## src/rtl/defines.sv

```systemverilog
// Shared EX-stage definitions: divider FSM state codes, iteration counter width
// and the ALU op codes that select DIV/DIVU.
package defines;

  typedef enum logic [1:0] {
    DIV_IDLE   = 2'd0,
    DIV_BYZERO = 2'd1,
    DIV_RUN    = 2'd2,
    DIV_DONE   = 2'd3
  } div_state_e;

  localparam int DIV_CNT_W = 5;

  localparam logic [7:0] EXE_DIV_OP  = 8'b0001_1010;
  localparam logic [7:0] EXE_DIVU_OP = 8'b0001_1011;

endpackage

```

## src/rtl/div_ctrl_if.sv

```systemverilog
// Request/result bundle between the EX stage (master) and the divider sequencer (slave).
interface div_ctrl_if #(
  parameter int DATA_W = 32
);
  logic              start;
  logic              signed_div;
  logic [DATA_W-1:0] dividend;
  logic [DATA_W-1:0] divisor;
  logic              annul;
  logic [DATA_W-1:0] result_hi;
  logic [DATA_W-1:0] result_lo;
  logic              ready;
  logic              busy;
  logic              stall_req;

  modport master (
    output start, signed_div, dividend, divisor, annul,
    input  result_hi, result_lo, ready, busy, stall_req
  );

  modport slave (
    input  start, signed_div, dividend, divisor, annul,
    output result_hi, result_lo, ready, busy, stall_req
  );
endinterface

```

## src/rtl/div_step.sv

```systemverilog
// One radix-2 restoring division step: shift in the next dividend bit and
// subtract the divisor if it fits.
module div_step #(
  parameter int DATA_W = 32
) (
  input  logic [DATA_W-1:0] rem_i,
  input  logic              dvd_bit_i,
  input  logic [DATA_W-1:0] dsr_i,
  output logic [DATA_W-1:0] rem_o,
  output logic              q_o
);

  logic [DATA_W:0] shifted;
  logic [DATA_W:0] diff;

  // rem_i < dsr_i always holds, so the trial difference fits in DATA_W+1 bits
  // and its MSB is a reliable borrow flag.
  always_comb begin
    shifted = {rem_i, dvd_bit_i};
    diff    = shifted - {1'b0, dsr_i};
    q_o     = ~diff[DATA_W];
    rem_o   = q_o ? diff[DATA_W-1:0] : shifted[DATA_W-1:0];
  end

endmodule

```

## src/rtl/div_ctrl.sv

```systemverilog
// Multi-cycle DIV/DIVU sequencer: latches operand magnitudes, runs 32 restoring
// steps (one per cycle), sign-corrects and presents a registered one-cycle ready.
module div_ctrl
  import defines::*;
#(
  parameter int DATA_W = 32
) (
  input logic       clk,
  input logic       rst_n,
  div_ctrl_if.slave bus
);

  localparam logic [DIV_CNT_W-1:0] LAST_CNT = DIV_CNT_W'(DATA_W - 1);

  div_state_e           state_q, state_d;
  logic [DIV_CNT_W-1:0] cnt_q, cnt_d;
  logic                 sgn_q, sgn_d;
  logic                 dvd_neg_q, dvd_neg_d;
  logic                 dsr_neg_q, dsr_neg_d;
  logic [DATA_W-1:0]    dvd_q, dvd_d;
  logic [DATA_W-1:0]    dsr_q, dsr_d;
  logic [DATA_W-1:0]    rem_q, rem_d;
  logic [DATA_W-1:0]    quo_q, quo_d;
  logic [DATA_W-1:0]    hi_q, hi_d;
  logic [DATA_W-1:0]    lo_q, lo_d;
  logic                 ready_q, ready_d;

  logic [DATA_W-1:0]    step_rem;
  logic                 step_bit;

  // Two's complement negation mod 2^DATA_W; also yields |x| for negative x.
  function automatic logic [DATA_W-1:0] cond_negate(input logic [DATA_W-1:0] x,
                                                    input logic              neg);
    return neg ? (~x + DATA_W'(1)) : x;
  endfunction

  div_step #(.DATA_W(DATA_W)) u_step (
    .rem_i     (rem_q),
    .dvd_bit_i (dvd_q[DATA_W-1]),
    .dsr_i     (dsr_q),
    .rem_o     (step_rem),
    .q_o       (step_bit)
  );

  always_comb begin
    state_d   = state_q;
    cnt_d     = cnt_q;
    sgn_d     = sgn_q;
    dvd_neg_d = dvd_neg_q;
    dsr_neg_d = dsr_neg_q;
    dvd_d     = dvd_q;
    dsr_d     = dsr_q;
    rem_d     = rem_q;
    quo_d     = quo_q;
    hi_d      = hi_q;
    lo_d      = lo_q;
    ready_d   = 1'b0;

    unique case (state_q)
      DIV_IDLE: begin
        if (bus.start && !bus.annul) begin
          sgn_d     = bus.signed_div;
          dvd_neg_d = bus.dividend[DATA_W-1];
          dsr_neg_d = bus.divisor[DATA_W-1];
          dvd_d     = cond_negate(bus.dividend, bus.signed_div & bus.dividend[DATA_W-1]);
          dsr_d     = cond_negate(bus.divisor, bus.signed_div & bus.divisor[DATA_W-1]);
          rem_d     = '0;
          quo_d     = '0;
          cnt_d     = '0;
          state_d   = (bus.divisor == '0) ? DIV_BYZERO : DIV_RUN;
        end
      end

      DIV_BYZERO: begin
        if (bus.annul) begin
          state_d = DIV_IDLE;
        end else begin
          hi_d    = '0;
          lo_d    = '0;
          ready_d = 1'b1;
          state_d = DIV_DONE;
        end
      end

      DIV_RUN: begin
        if (bus.annul) begin
          state_d = DIV_IDLE;
        end else begin
          rem_d = step_rem;
          quo_d = {quo_q[DATA_W-2:0], step_bit};
          dvd_d = {dvd_q[DATA_W-2:0], 1'b0};
          cnt_d = cnt_q + DIV_CNT_W'(1);
          if (cnt_q == LAST_CNT) begin
            lo_d    = cond_negate(quo_d, sgn_q & (dvd_neg_q ^ dsr_neg_q));
            hi_d    = cond_negate(step_rem, sgn_q & dvd_neg_q);
            ready_d = 1'b1;
            state_d = DIV_DONE;
          end
        end
      end

      DIV_DONE: begin
        state_d = DIV_IDLE;
      end

      default: begin
        state_d = DIV_IDLE;
      end
    endcase
  end

  always_ff @(posedge clk) begin
    if (!rst_n) begin
      state_q   <= DIV_IDLE;
      cnt_q     <= '0;
      sgn_q     <= 1'b0;
      dvd_neg_q <= 1'b0;
      dsr_neg_q <= 1'b0;
      dvd_q     <= '0;
      dsr_q     <= '0;
      rem_q     <= '0;
      quo_q     <= '0;
      hi_q      <= '0;
      lo_q      <= '0;
      ready_q   <= 1'b0;
    end else begin
      state_q   <= state_d;
      cnt_q     <= cnt_d;
      sgn_q     <= sgn_d;
      dvd_neg_q <= dvd_neg_d;
      dsr_neg_q <= dsr_neg_d;
      dvd_q     <= dvd_d;
      dsr_q     <= dsr_d;
      rem_q     <= rem_d;
      quo_q     <= quo_d;
      hi_q      <= hi_d;
      lo_q      <= lo_d;
      ready_q   <= ready_d;
    end
  end

  assign bus.result_hi = hi_q;
  assign bus.result_lo = lo_q;
  assign bus.ready     = ready_q;
  assign bus.busy      = (state_q != DIV_IDLE);
  // Low in the ready cycle so EX advances while the result is presented.
  assign bus.stall_req = bus.start & ~ready_q & ~bus.annul;

endmodule

```

## src/flat_wrapper.sv

```systemverilog
// flat-port wrapper written by rule: the top's interface ports become plain ports
module div_ctrl_flat import defines::*;
#(
  parameter int DATA_W = 32
)
  (clk, rst_n, bus_start, bus_signed_div, bus_dividend, bus_divisor, bus_annul, bus_result_hi, bus_result_lo, bus_ready, bus_busy, bus_stall_req);
  div_ctrl_if #(.DATA_W(DATA_W)) bus_i ();
  input logic clk;
  input logic rst_n;
  input wire logic [$bits(bus_i.start)-1:0] bus_start;
  input wire logic [$bits(bus_i.signed_div)-1:0] bus_signed_div;
  input wire logic [$bits(bus_i.dividend)-1:0] bus_dividend;
  input wire logic [$bits(bus_i.divisor)-1:0] bus_divisor;
  input wire logic [$bits(bus_i.annul)-1:0] bus_annul;
  output wire logic [$bits(bus_i.result_hi)-1:0] bus_result_hi;
  output wire logic [$bits(bus_i.result_lo)-1:0] bus_result_lo;
  output wire logic [$bits(bus_i.ready)-1:0] bus_ready;
  output wire logic [$bits(bus_i.busy)-1:0] bus_busy;
  output wire logic [$bits(bus_i.stall_req)-1:0] bus_stall_req;
  assign bus_i.start = bus_start;
  assign bus_i.signed_div = bus_signed_div;
  assign bus_i.dividend = bus_dividend;
  assign bus_i.divisor = bus_divisor;
  assign bus_i.annul = bus_annul;
  assign bus_result_hi = bus_i.result_hi;
  assign bus_result_lo = bus_i.result_lo;
  assign bus_ready = bus_i.ready;
  assign bus_busy = bus_i.busy;
  assign bus_stall_req = bus_i.stall_req;
  div_ctrl #(.DATA_W(DATA_W)) u_core (.clk(clk), .rst_n(rst_n), .bus(bus_i));
endmodule
```

## config.mk

```make
export PLATFORM = sky130hd
export DESIGN_NAME = div_ctrl_flat
export DESIGN_NICKNAME = d
export VERILOG_FILES = /design/src/rtl/defines.sv /design/src/rtl/div_ctrl_if.sv /design/src/rtl/div_step.sv /design/src/rtl/div_ctrl.sv /design/src/flat_wrapper.sv
export SDC_FILE = /design/constraint.sdc
export NUM_CORES = 1
export LEC_CHECK = 0
export CAP_MARGIN = 20
export CORE_MARGIN = 1.5
export CORE_UTILIZATION = 35
export CTS_BUF_LIST = sky130_fd_sc_hd__clkbuf_8
export DETAILED_ROUTE_END_ITERATION = 10
export GPL_ROUTABILITY_DRIVEN = 0
export SYNTH_ARGS = -nofsm -noshare
export SYNTH_HDL_FRONTEND = slang
export SYNTH_SLANG_ARGS = --single-unit
```

## constraint.sdc

```tcl
create_clock -name clk -period 7.4 [get_ports clk]
set_clock_uncertainty 0.15 [all_clocks]
set_input_delay 1.48 -clock clk [delete_from_list [all_inputs] [get_ports clk]]
set_output_delay 1.48 -clock clk [all_outputs]
set_load 0.1 [all_outputs]
```

==> metrics.md <==
| Metric | Value |
|---|---|
| Cts-stage hold buffer count | 0 |
| Fraction of the mapped netlist area in adder cells | 0.0418 |
| Post-Place Cell Area | 14400 um^2 |
| Die height | 194 um |
| Met1 usage in global routing | 0.283 |
| Post_cts resized | 0 |
| Unrepaired setup endpoints after global routing | false |
| Multiplexer share of the synthesized area | 0.0195 |
| Min Tclk post-route | 5960 ps |
| Data arrival time of the worst path | 6210 ps |
| GR met2 Demand/Resource | 0.300 |
| Area fraction of the dominant cell type after synthesis | 0.317 |
| Number of unique standard cell types used by synthesis | 75 |
| Type of the worst setup path | flip-flop to flip-flop |
| Clock-pin slew on the worst setup and hold paths | 60 ps |
| Cell types occupying the most area after synthesis | dfxtp_1 (32%), nor2_1 (7.8%), a21oi_1 (6.6%), a22oi_1 (4.7%), xnor2_1 (4.5%) |
| CTS Sinks | 202 |
| Finish-stage setup viols | 0 |
| Max FO, Critical Path | 46 |
| Final non-filler cell area | 15100 um^2 |
| Synthesis-to-finish area growth | 18.6% |
| Clk root buf | clkbuf_8 |
| Async set-or-reset flop fraction in the synthesized netlist | 0 |
| TritonRoute pass-1 iters | 8 |
| Total CTS buffers | 39 |
| Number of flops mapped to enable cells by yosys | 0 |
| Clock tree from TritonCTS | built |
| Global-route total usage across every layer | 0.195 |
| Share of cells above drive strength 1 | 0.0548 |
| Area of the core | 35700 um^2 |
| Insertion delay to the later sink of the worst-skew pair | 540 ps |
| Required time of the worst setup path | 7650 ps |
| PwrDens | 290 nW/um^2 |
| Number of warning messages in the yosys log | 0 |
| Type of destination of the critical path | flip-flop |
| Post-synthesis cell type with the largest combined area | dfxtp_1 |
| Starting Density | 0.357 |
| Synthesized netlist net count | 1812 |
| I/O pin count | 136 |
| Number of antenna cells inserted | 0 |
| Vias in the first global route | 11400 |
| Violated checks | design-rule violations |
| Crit path cell chain | inv_1 > ha_1 > fa_1 > nor2b_1 > o31a_1 > o31ai_4 > a211oi_2 > o21a_1 > nor2_4 > inv_2 > nor2_1 > a21oi_1 > ha_1 > or4bb_1 > or4_1 > a2bb2oi_1 > nand2_1 > o41ai_1 > xor2_1 > o21ai_1 |
| Routed Antenna Nets | 0 |
| Top-count cell post-synth | nor2_1 |
| Least-Margin Pin Slew | 1110 ps |
| Slowest-stage cell, CP | inv_2 |
| Max clock buf depth | 3 |
| Number of placement rows | 69 |
| Final hold vios | 0 |
| Final core utilization | 0.423 |
| Post-synth top cells | nor2_1 (264), dfxtp_1 (202), a21oi_1 (167) |
| Worst hold-check path type | flip-flop to flip-flop |
| Detailed router's first-iteration violation count | 837 |
| First-pass GRT wire length | 61000 um |
| Critical path launch point type | flip-flop |
| Period utilisation layout | 0.805 |
| Register bit total from synthesis | 202 |
| Port Buf Inserts | 135 |
| Die width | 194 um |
| Max_slew headroom | 0.262 |
| Delay of the slowest cell on the worst path | 580 ps |
| Die Footprint | 37600 um^2 |
| Synth Cell Area | 12700 um^2 |
| Average footprint of a synthesized cell | 7.49 um^2 |
| Buf+Inv Stages, Crit Path | 2 |
| Combinational family with the most area after synthesis | compound AO/OA/AOI/OAI gates |
| Critical Path Most Common Cell | ha_1 |
| TNS Setup | 0 ps |
| Number of DRC violations after detailed routing | 9 |
| Post-Synthesis Cells | 1701 |
| Maximum level of the CTS H-tree | 2 |
| Initial antenna violation count | 0 |
| Main flop type after synthesis | dfxtp_1 |
| Most used routing layer in global routing | met2 |
| Number of vias per cell after detailed routing | 5.44 |
| Largest net degree at the start of global routing | 83 |
| Result of the run | complete, but fails checks |
| Synthesized-area fraction occupied by ao, oa, aoi and oai cells | 0.256 |
| Area share of xor/xnor cells in the synthesized design | 0.0873 |
| Static power due to leakage | 5.62 nW |
| Hold WS | 299 ps |
| Max-cap violation count | 0 |
| Family with the most delay on the worst path | compound AO/OA/AOI/OAI gates |
| Number of buffers inserted by post-CTS setup repair | 0 |
| Max Fclk | 168 MHz |
| Overflow after GRT | 0 |
| Post-Synth Simple-Gate Area | 0.228 |
| Detailed-route wire length per cell | 16.8 um |
| Vias post-DR | 12300 |
| Register area share after synthesis | 0.317 |
| Worst IR drop on VDD | 0.143 mV |
| Global-route met3 utilization | 0.0334 |
| Total wire length after detailed routing | 38000 um |
| DP Wirelength | 27700 um |
| Layout net count | 1890 |
| Max-slew violation total from the final report | 0 |
[placed cells by master, fill, tap and decap left out, types with 19 or more instances in the layout]
master           count
a211oi_1            29
ha_1                40
or3_1               32
nor2_1             261
o21ai_0            113
nor3_1              37
xnor2_1             65
a22oi_1             80
nand2b_1            19
dfxtp_1            202
a21oi_1            167
o31ai_1             26
clkdlybuf4s50_1    135
xor2_1              62
nand2_1            149
inv_1               66
clkbuf_8            49
nor2b_1             29
[report_power, final]
part | leakage (nW) | switching (mW) | total [mW] | internal (mW)
Sequential | 1.63 | 0.0490 | 1.22 | 1.17
Combinational | 3.53 | 1.37 | 2.07 | 0.703
Clock | 0.455 | 0.490 | 1.09 | 0.597
[state kept, by name, summed over array words and instances (netlist names), 2 cells and up]
register,count
u_core.quo_q,31
u_core.cnt_q,5
u_core.dvd_q,32
u_core.bus.result_hi,32
u_core.state_q,2
u_core.bus.result_lo,32
u_core.dsr_q,32
u_core.rem_q,32
[worst register-to-register path: cells and delay by family (launching register included)]
| kind | cells | cell delay (ps) |
|---|---|---|
| simple gates | 6 | 1440 |
| xor+xnor | 1 | 180 |
| compound gates | 8 | 2120 |
| flops | 1 | 350 |
| fa+ha+maj | 3 | 930 |
| buf+inv | 2 | 660 |
[cells by family (layout without fill, tap and decap cells)]
logic type / after synthesis / in the layout
multiplexers: 24 / 24
adder cells (fa/ha/maj): 42 / 42
AND/OR/NAND/NOR: 629 / 629
buffers and inverters: 161 / 268
XOR/XNOR: 127 / 127
AO/OA/AOI/OAI: 516 / 516
flip-flops: 202 / 202
[layout make-up]
type	instances	area, um^2
Multi-Input combinational cell	1338	8100
Clock inverter	21	93.8
Inverter	52	198
Tap cell	461	577
Timing Repair Buffer	146	1430
Clock buffer	49	674
Sequential cell	202	4040
Fill cell	3688	20600
[per-stage QoR]
stage	std cells	power [mW]	setup slack [ps]
after global routing	2269	4.67	1000
after global placement	2199	3.26	1670
final	2269	4.38	1440
after detailed placement	2199	3.28	1530
after floorplan	1701	2.75	2420
after CTS	2269	4.38	1540
[worst paths after layout]
kind | from | end | slack (ps) | cells after the start
setup reg to reg | u_core.dvd_q[31] | u_core.bus.result_hi[28] | 1440 | 20
setup / recovery | u_core.dvd_q[31] | u_core.bus.result_hi[28] | 1440 | 20
hold reg to reg | u_core.bus.result_hi[14] | u_core.bus.result_hi[14] | 300 | 2
hold / removal | u_core.bus.result_hi[14] | u_core.bus.result_hi[14] | 300 | 2
[routing by layer]
metal  share of wire  up-vias  wire length, um
met1            0.49     5660            18500
met3           0.072       67             2730
met2            0.42      419            16100
met5               0        -                0
li1                -     6192                -
met4           0.019        0              722
No activity file was read; power rests on OpenSTA's default activity.
